$ cat config.mk
export PLATFORM = sky130hd
export DESIGN_NAME = hero_bus_arbiter_flat
export DESIGN_NICKNAME = d
export VERILOG_FILES = /design/src/rtl/test_pkg_a.sv /design/src/rtl/hero_arb_pkg.sv /design/src/rtl/hero_arb_if.sv /design/src/rtl/hero_rr_picker.sv /design/src/rtl/hero_bus_arbiter.sv /design/src/flat_wrapper.sv
export SDC_FILE = /design/constraint.sdc
export NUM_CORES = 1
export LEC_CHECK = 0
export ABC_CLOCK_PERIOD_IN_PS = 4900
export CAP_MARGIN = 10
export CORE_AREA = 2 2 104 106
export CTS_CLUSTER_DIAMETER = 50
export DETAILED_ROUTE_END_ITERATION = 16
export DIE_AREA = 0 0 106 108
export PLACE_DENSITY = 0.9
export SLEW_MARGIN = 20
export SYNTH_ARGS = -nofsm -noshare
export SYNTH_HDL_FRONTEND = slang
export SYNTH_SLANG_ARGS = --single-unit
$ cat constraint.sdc
create_clock -name clk -period 4.9 [get_ports clk]
set_clock_uncertainty 0.2 [all_clocks]
set_input_delay 1.47 -clock clk [delete_from_list [all_inputs] [get_ports clk]]
set_output_delay 1.47 -clock clk [all_outputs]
set_load 0.01 [all_outputs]
$ cat src/rtl/test_pkg_a.sv
// Hero write bus beat definition shared by hero producers and sinks.
// A beat is 46 bits: cycle type, clock-enable flag, address and write data.
package test_pkg_a;

    typedef enum logic [1:0] {
        CYCLE_TYPE_IDLE  = 2'd0,
        CYCLE_TYPE_VALID = 2'd1,
        CYCLE_TYPE_DONE  = 2'd2,
        CYCLE_TYPE_RSVD  = 2'd3
    } cycle_type_e;

    typedef struct packed {
        cycle_type_e cycle_type;
        logic        clk_en;
        logic [10:0] addr;
        logic [31:0] wdat;
    } hero_write_t;

endpackage

$ cat src/rtl/hero_arb_pkg.sv
// Shared types and constants for the hero bus arbiter.
// Re-exports the hero beat type so arbiter users need only this package.
package hero_arb_pkg;

    typedef enum logic {
        ARB_IDLE = 1'b0,
        ARB_LOCK = 1'b1
    } ARB_STATE_E;

    localparam int HERO_ARB_MAX_REQ = 16;

    typedef test_pkg_a::hero_write_t hero_write_t;
    typedef test_pkg_a::cycle_type_e cycle_type_e;

    localparam int HERO_WRITE_T_WIDTH = $bits(test_pkg_a::hero_write_t);

    localparam cycle_type_e CYCLE_TYPE_IDLE  = test_pkg_a::CYCLE_TYPE_IDLE;
    localparam cycle_type_e CYCLE_TYPE_VALID = test_pkg_a::CYCLE_TYPE_VALID;
    localparam cycle_type_e CYCLE_TYPE_DONE  = test_pkg_a::CYCLE_TYPE_DONE;

    // Terminating beat injected when a stalled owner is forcibly released.
    function automatic hero_write_t hero_synth_done();
        hero_write_t beat;
        beat            = '0;
        beat.cycle_type = CYCLE_TYPE_DONE;
        return beat;
    endfunction

endpackage

$ cat src/rtl/hero_arb_if.sv
// Bus bundle between hero requesters, the arbiter and the hero sink.
// slave: arbiter side; master: requester/sink side.
interface hero_arb_if
    import hero_arb_pkg::*;
#(
    parameter int NUM_REQ = 4
);
    localparam int IDX_W = (NUM_REQ > 1) ? $clog2(NUM_REQ) : 1;

    hero_write_t [NUM_REQ-1:0] req_hero_i;
    logic        [NUM_REQ-1:0] req_ready_o;
    hero_write_t               hero_o;
    logic                      hero_ready_i;
    logic                      lock_o;
    logic        [IDX_W-1:0]   owner_o;
    logic                      timeout_o;

    modport slave (
        input  req_hero_i,
        input  hero_ready_i,
        output req_ready_o,
        output hero_o,
        output lock_o,
        output owner_o,
        output timeout_o
    );

    modport master (
        output req_hero_i,
        output hero_ready_i,
        input  req_ready_o,
        input  hero_o,
        input  lock_o,
        input  owner_o,
        input  timeout_o
    );

endinterface

$ cat src/rtl/hero_rr_picker.sv
// Combinational round-robin picker: first set request at or above the
// pointer, wrapping around; returns one-hot grant, its index and a hit flag.
module hero_rr_picker
    import hero_arb_pkg::*;
#(
    parameter  int NUM_REQ = 4,
    localparam int IDX_W   = (NUM_REQ > 1) ? $clog2(NUM_REQ) : 1
) (
    input  logic [NUM_REQ-1:0] i_req,
    input  logic [IDX_W-1:0]   i_rr_ptr,
    output logic [NUM_REQ-1:0] o_grant,
    output logic [IDX_W-1:0]   o_idx,
    output logic               o_any
);

    int w_cand;

    if (NUM_REQ < 2 || NUM_REQ > HERO_ARB_MAX_REQ) begin : g_bad_num_req
        $error("hero_rr_picker: NUM_REQ out of range");
    end

    // Scan requesters starting at the pointer; the first hit wins
    always_comb begin
        o_grant = '0;
        o_idx   = '0;
        o_any   = 1'b0;
        w_cand  = 0;
        for (int k = 0; k < NUM_REQ; k++) begin
            w_cand = int'(i_rr_ptr) + k;
            if (w_cand >= NUM_REQ) begin
                w_cand = w_cand - NUM_REQ;
            end else begin
                w_cand = w_cand;
            end
            if (!o_any && i_req[w_cand]) begin
                o_any           = 1'b1;
                o_idx           = w_cand[IDX_W-1:0];
                o_grant[w_cand] = 1'b1;
            end else begin
                o_any = o_any;
            end
        end
    end

endmodule

$ cat src/rtl/hero_bus_arbiter.sv
// Round-robin arbiter sharing one hero write bus among NUM_REQ requesters.
// Whole transactions (VALID* then DONE) are granted without interleaving;
// the output beat is registered and honours sink backpressure.
// Optional feature macro: HERO_ARB_TIMEOUT_EN (forced release of an owner
// that stays idle for TIMEOUT_CYC free cycles while holding the lock).
module hero_bus_arbiter
    import hero_arb_pkg::*;
#(
    parameter int NUM_REQ     = 4,
    parameter int TIMEOUT_CYC = 64
) (
    input  logic       clk,
    input  logic       rst_n,
    hero_arb_if.slave  bus
);

    localparam int IDX_W = (NUM_REQ > 1) ? $clog2(NUM_REQ) : 1;

    if (TIMEOUT_CYC < 1) begin : g_bad_timeout
        $error("hero_bus_arbiter: TIMEOUT_CYC must be at least 1");
    end

    logic [NUM_REQ-1:0] w_req_vld;
    logic [NUM_REQ-1:0] w_grant;
    logic [NUM_REQ-1:0] w_own_oh;
    logic [NUM_REQ-1:0] w_ready;
    logic [IDX_W-1:0]   w_pick_idx;
    logic [IDX_W-1:0]   w_sel_idx;
    logic [IDX_W-1:0]   w_next_rr;
    logic               w_pick_any;
    logic               w_out_free;
    logic               w_sel_vld;
    logic               w_sel_done;
    logic               w_accept;
    logic               w_tmo_hit;
    hero_write_t        w_sel_beat;

    ARB_STATE_E         r_state;
    hero_write_t        r_hero;
    logic [IDX_W-1:0]   r_owner;
    logic [IDX_W-1:0]   r_rr_ptr;

    hero_rr_picker #(
        .NUM_REQ (NUM_REQ)
    ) u_picker (
        .i_req    (w_req_vld),
        .i_rr_ptr (r_rr_ptr),
        .o_grant  (w_grant),
        .o_idx    (w_pick_idx),
        .o_any    (w_pick_any)
    );

    // A requester is asking for the bus whenever its beat is not IDLE
    always_comb begin
        w_req_vld = '0;
        for (int i = 0; i < NUM_REQ; i++) begin
            w_req_vld[i] = (bus.req_hero_i[i].cycle_type != CYCLE_TYPE_IDLE);
        end
    end

    // Choose the requester served this cycle and decide whether its beat is taken
    always_comb begin
        w_out_free         = (r_hero.cycle_type == CYCLE_TYPE_IDLE) | bus.hero_ready_i;
        w_own_oh           = '0;
        w_own_oh[r_owner]  = 1'b1;
        if (r_state == ARB_LOCK) begin
            w_sel_idx = r_owner;
            w_ready   = w_own_oh & {NUM_REQ{w_out_free}};
        end else begin
            w_sel_idx = w_pick_idx;
            w_ready   = w_grant & {NUM_REQ{w_out_free}};
        end
        w_sel_beat = bus.req_hero_i[w_sel_idx];
        w_sel_vld  = w_req_vld[w_sel_idx];
        w_sel_done = (w_sel_beat.cycle_type == CYCLE_TYPE_DONE);
        if (r_state == ARB_LOCK) begin
            w_accept = w_out_free & w_sel_vld;
        end else begin
            w_accept = w_out_free & w_pick_any;
        end
        if (w_sel_idx == IDX_W'(NUM_REQ - 1)) begin
            w_next_rr = {IDX_W{1'b0}};
        end else begin
            w_next_rr = w_sel_idx + IDX_W'(1);
        end
    end

`ifdef HERO_ARB_TIMEOUT_EN
    localparam int TMO_W = $clog2(TIMEOUT_CYC + 1);

    logic [TMO_W-1:0] r_tmo_cnt;
    logic             r_timeout;

    // Forced release fires on the free idle cycle that reaches the limit
    always_comb begin
        w_tmo_hit = (r_state == ARB_LOCK) & ~w_sel_vld & w_out_free &
                    (r_tmo_cnt == TMO_W'(TIMEOUT_CYC - 1));
    end

    // Count free cycles in which the lock owner presents nothing
    always_ff @(posedge clk or negedge rst_n) begin
        if (!rst_n) begin
            r_tmo_cnt <= '0;
        end else if (r_state != ARB_LOCK) begin
            r_tmo_cnt <= '0;
        end else if (w_sel_vld) begin
            r_tmo_cnt <= '0;
        end else if (!w_out_free) begin
            r_tmo_cnt <= r_tmo_cnt;
        end else if (w_tmo_hit) begin
            r_tmo_cnt <= '0;
        end else begin
            r_tmo_cnt <= r_tmo_cnt + TMO_W'(1);
        end
    end

    assign bus.timeout_o = r_timeout;
`else
    assign w_tmo_hit     = 1'b0;
    assign bus.timeout_o = 1'b0;
`endif

    // Arbitration FSM, output beat register, owner and round-robin pointer
    always_ff @(posedge clk or negedge rst_n) begin
        if (!rst_n) begin
            r_state  <= ARB_IDLE;
            r_hero   <= '0;
            r_owner  <= '0;
            r_rr_ptr <= '0;
`ifdef HERO_ARB_TIMEOUT_EN
            r_timeout <= 1'b0;
`endif
        end else begin
`ifdef HERO_ARB_TIMEOUT_EN
            r_timeout <= 1'b0;
`endif
            if (w_out_free) begin
                if (w_accept) begin
                    r_hero <= w_sel_beat;
                end else if (w_tmo_hit) begin
                    r_hero <= hero_synth_done();
                end else begin
                    r_hero <= '0;
                end
                case (r_state)
                    ARB_IDLE: begin
                        if (w_accept) begin
                            r_owner <= w_sel_idx;
                            if (w_sel_done) begin
                                r_rr_ptr <= w_next_rr;
                            end else begin
                                r_state <= ARB_LOCK;
                            end
                        end else begin
                            r_state <= ARB_IDLE;
                        end
                    end
                    ARB_LOCK: begin
                        if (w_accept && w_sel_done) begin
                            r_state  <= ARB_IDLE;
                            r_rr_ptr <= w_next_rr;
                        end else if (w_tmo_hit) begin
                            r_state  <= ARB_IDLE;
                            r_rr_ptr <= w_next_rr;
`ifdef HERO_ARB_TIMEOUT_EN
                            r_timeout <= 1'b1;
`endif
                        end else begin
                            r_state <= ARB_LOCK;
                        end
                    end
                    default: begin
                        r_state <= ARB_IDLE;
                    end
                endcase
            end else begin
                r_hero <= r_hero;
            end
        end
    end

    assign bus.req_ready_o = w_ready;
    assign bus.hero_o      = r_hero;
    assign bus.lock_o      = (r_state == ARB_LOCK);
    assign bus.owner_o     = r_owner;

endmodule

$ cat src/flat_wrapper.sv
// flat-port wrapper written by rule: the top's interface ports become plain ports
module hero_bus_arbiter_flat import hero_arb_pkg::*;
#(
    parameter int NUM_REQ     = 4,
    parameter int TIMEOUT_CYC = 64
)
  (clk, rst_n, bus_req_hero_i, bus_hero_ready_i, bus_req_ready_o, bus_hero_o, bus_lock_o, bus_owner_o, bus_timeout_o);
  hero_arb_if #(.NUM_REQ(NUM_REQ)) bus_i ();
  input  logic clk;
  input  logic rst_n;
  input wire logic [$bits(bus_i.req_hero_i)-1:0] bus_req_hero_i;
  input wire logic [$bits(bus_i.hero_ready_i)-1:0] bus_hero_ready_i;
  output wire logic [$bits(bus_i.req_ready_o)-1:0] bus_req_ready_o;
  output wire logic [$bits(bus_i.hero_o)-1:0] bus_hero_o;
  output wire logic [$bits(bus_i.lock_o)-1:0] bus_lock_o;
  output wire logic [$bits(bus_i.owner_o)-1:0] bus_owner_o;
  output wire logic [$bits(bus_i.timeout_o)-1:0] bus_timeout_o;
  assign bus_i.req_hero_i = bus_req_hero_i;
  assign bus_i.hero_ready_i = bus_hero_ready_i;
  assign bus_req_ready_o = bus_i.req_ready_o;
  assign bus_hero_o = bus_i.hero_o;
  assign bus_lock_o = bus_i.lock_o;
  assign bus_owner_o = bus_i.owner_o;
  assign bus_timeout_o = bus_i.timeout_o;
  hero_bus_arbiter #(.NUM_REQ(NUM_REQ), .TIMEOUT_CYC(TIMEOUT_CYC)) u_core (.clk(clk), .rst_n(rst_n), .bus(bus_i));
endmodule
==> impl_metrics.yaml <==
status:
  outcome: "complete, but fails checks"
  violations: "setup timing"
grt:
  grt_pass1_vias: 4072
  antenna_found_initial: 2
  grt_max_degree: 52
  grt_usage_pct: 25.4
  grt_pass1_wl_um: 22500
  grt_overflow: 0
worst_setup_path:
  crit_slowest_cell: "mux4_2"
  worstRegToRegCells: 11
  arrival_ns: 3.31
  worstSetupStartpointType: "input pin"
  crit_type: "in -> out"
  cp_cell_sequence: "buf_8, or2_4, mux4_2, nor2_2, a22o_1, mux2i_1, a21oi_1, a21oi_1, nor2_1, buf_2"
  cp_slowest_stage_delay_ns: 0.52
  crit_fanout: 4
  endpoint_kind: "primary output"
  cp_common_cell: "a21oi_1"
  cp.required_ns: 3.23
yosys:
  yosys_most_used_dff: "dfrtp_1"
  yosysWarnings: 0
  synth_cells: 284
  synth.most_common_cell: "dfrtp_1"
  synth_top_area_share_pct: 34.4
  ys_ff_latch: 51
  synth_largest_area_cell: "dfrtp_1"
  async_flop_share_pct: 100
  synth_nets: 480
  synth_commonest_cells: "51 x dfrtp_1, 50 x a22o_1, 48 x mux4_2, 19 x nor2_1, 12 x a21oi_1"
  synth.area.top_cells: "dfrtp_1 34%, mux4_2 29%, a22o_1 12%"
  ys_types: 44
  synth-edff-count: 0
  synth-seq-area-share_pct: 34.4
  avgSynthCellArea_um2: 13.1
  syn_area_um2: 3710
cells_and_area:
  final_nets: 745
  postLayoutCoreUtil_pct: 64.8
  fin_area_um2: 6630
  layout-drive-gt1-share_pct: 23.8
  syn2layout_area_growth_pct: 78.4
  antenna_cells: 0
clocking:
  cts_inserted_buffers: 5
  cts_max_path_buffers: 2
  cts.sink_count: 51
  root_buffer: "clkbuf_8"
  worstSkewPairLatency_ns: 0.30
  clk_pin_slew_ns: 0.10
  tritoncts: "done"
  cts_htree_levels: 2
  cts_hold_buffers: 0
placed_design:
  dpl.hpwl_um: 12000
  post_dp_cell_area_um2: 6530
  gp_congestion: 0.851
  place_ws_ns: -0.888
  place.port_buffers: 239
die:
  die_w_um: 106
  fp-row-count: 37
  core_area_um2: 10200
  ios: 241
  start_util_pct: 36.3
  die_h_um: 108
  dieArea_um2: 11400
detailed_routing:
  drtIter0Drc: 220
  met3_length_um: 1320
  vias_per_cell: 5.56
  num_vias: 3814
  wire_per_inst_um: 21.7
  highest_layer: "met5"
  m1WireLength_um: 5680
  wl_met2_um: 7360
  drc_errors: 0
  routed_wl_um: 14900
  dr.pass1.iters: 5
  drtAntennaViolNets: 0
timing:
  hold_violations: 0
  fmax_mhz: 201
  period_needed_ns: 4.98
  setup_viol: 4
  maxSlewViolCount: 0
  worst_slack_ns: -0.0751
  slew_headroom_pct: 56.7
  rsz0062_at_grt: "true"
  post-route-period-util_pct: 102
  worst-slew-pin-transition_ns: 0.649
  timing.setup.tns_ns: -0.210
power:
  power_density_nw_per_um2: 576
  peakVddDrop_uv: 285
  p_leak_nw: 2.67
hold_path:
  holdCritPathClass: "reg -> reg"
  hold-path-cell-count: 1
flow_run:
  max_cap_viol_count: 0
layout by cell type, fill, tap and decap left out, types with 3 or more instances in the layout:
cell	count
a21oi_1	12
a22o_1	50
a31oi_1	3
buf_12	5
buf_2	8
buf_4	39
buf_6	4
clkbuf_8	5
clkdlybuf4s50_1	226
dfrtp_1	51
ha_1	9
inv_1	8
mux2i_1	6
mux4_2	48
nand2_1	7
nand3_1	5
nor2_1	16
nor4_1	3
o21ai_0	4
worst max-delay path: cells and delay by family:
kind / cells / cell delay, ns
multiplexers: 2 / 0.60
buffers and inverters: 2 / 0.23
AND/OR/NAND/NOR: 3 / 0.57
AO/OA/AOI/OAI: 3 / 0.43
metrics by stage:
stage / instances / total power (W) / hold slack (ns)
after floorplan: 284 / 0.00243 / 0.344
after global placement: 677 / 0.00350 / 0.287
after detailed placement: 677 / 0.00358 / 0.292
after CTS: 686 / 0.00383 / 0.316
after global routing: 686 / 0.00406 / 0.332
final: 686 / 0.00382 / 0.316
layer usage:
metal | vias up | track usage [%]
met1 | 1870 | 30.9
met2 | 208 | 43.4
met5 | - | 0
li1 | 1689 | -
met3 | 43 | 8.02
met4 | 4 | 8.08
power by group:
part | switching, W | internal (W)
logic | 0.00120 | 0.00159
clock network | 0.000143 | 0.000100
registers | 0.000144 | 0.000637
total | 0.00149 | 0.00232
state kept, by name, summed over array words and instances (netlist names), named ones only:
register,flops
u_core.bus.hero_o,46
u_core.r_rr_ptr,2
u_core.bus.owner_o,2
kinds of logic after synthesis:
kind of cell,Yosys count,share of synthesized area (%)
flops,51,34.4
simple gates,48,6.50
mux,57,31.6
other cells,1,0.101
compound gates,85,19.7
fa+ha+maj,9,3.03
buf+inv,33,4.62
what timing repair did:
| action | CTS | global route |
|---|---|---|
| endpoints found under the setup margin | 4 | 4 |
| gates cloned | 0 | 0 |
| pin swaps | 14 | 11 |
| resized for setup | 56 | 5 |
| buffers inserted | 1 | 0 |
final timing paths:
kind	startpoint	end	slack, ns
max	bus_req_hero_i[45]	bus_req_ready_o[2]	-0.08
min	u_core.bus.hero_o[8]$_DFFE_PN0N_	u_core.bus.hero_o[8]$_DFFE_PN0N_	0.32
max reg2reg	u_core.r_rr_ptr[1]$_DFFE_PN0P_	u_core.r_rr_ptr[0]$_DFFE_PN0P_	1.20
min reg2reg	u_core.bus.hero_o[8]$_DFFE_PN0N_	u_core.bus.hero_o[8]$_DFFE_PN0N_	0.32
max in group asynchronous	rst_n	u_core.bus.hero_o[45]$_DFFE_PN0N_	3.08
min in group asynchronous	rst_n	u_core.bus.hero_o[1]$_DFFE_PN0N_	0.99
area by class of cell:
type / count / area [um^2]
flip-flops and latches: 51 / 1280
fillers: 772 / 3600
well taps: 136 / 170
clock inverters: 2 / 12.5
multi-input cells: 200 / 2310
clock buffers: 6 / 72.6
inverters: 8 / 30.0
repair buffers: 283 / 2760
Power figures use the tool's default switching activity.
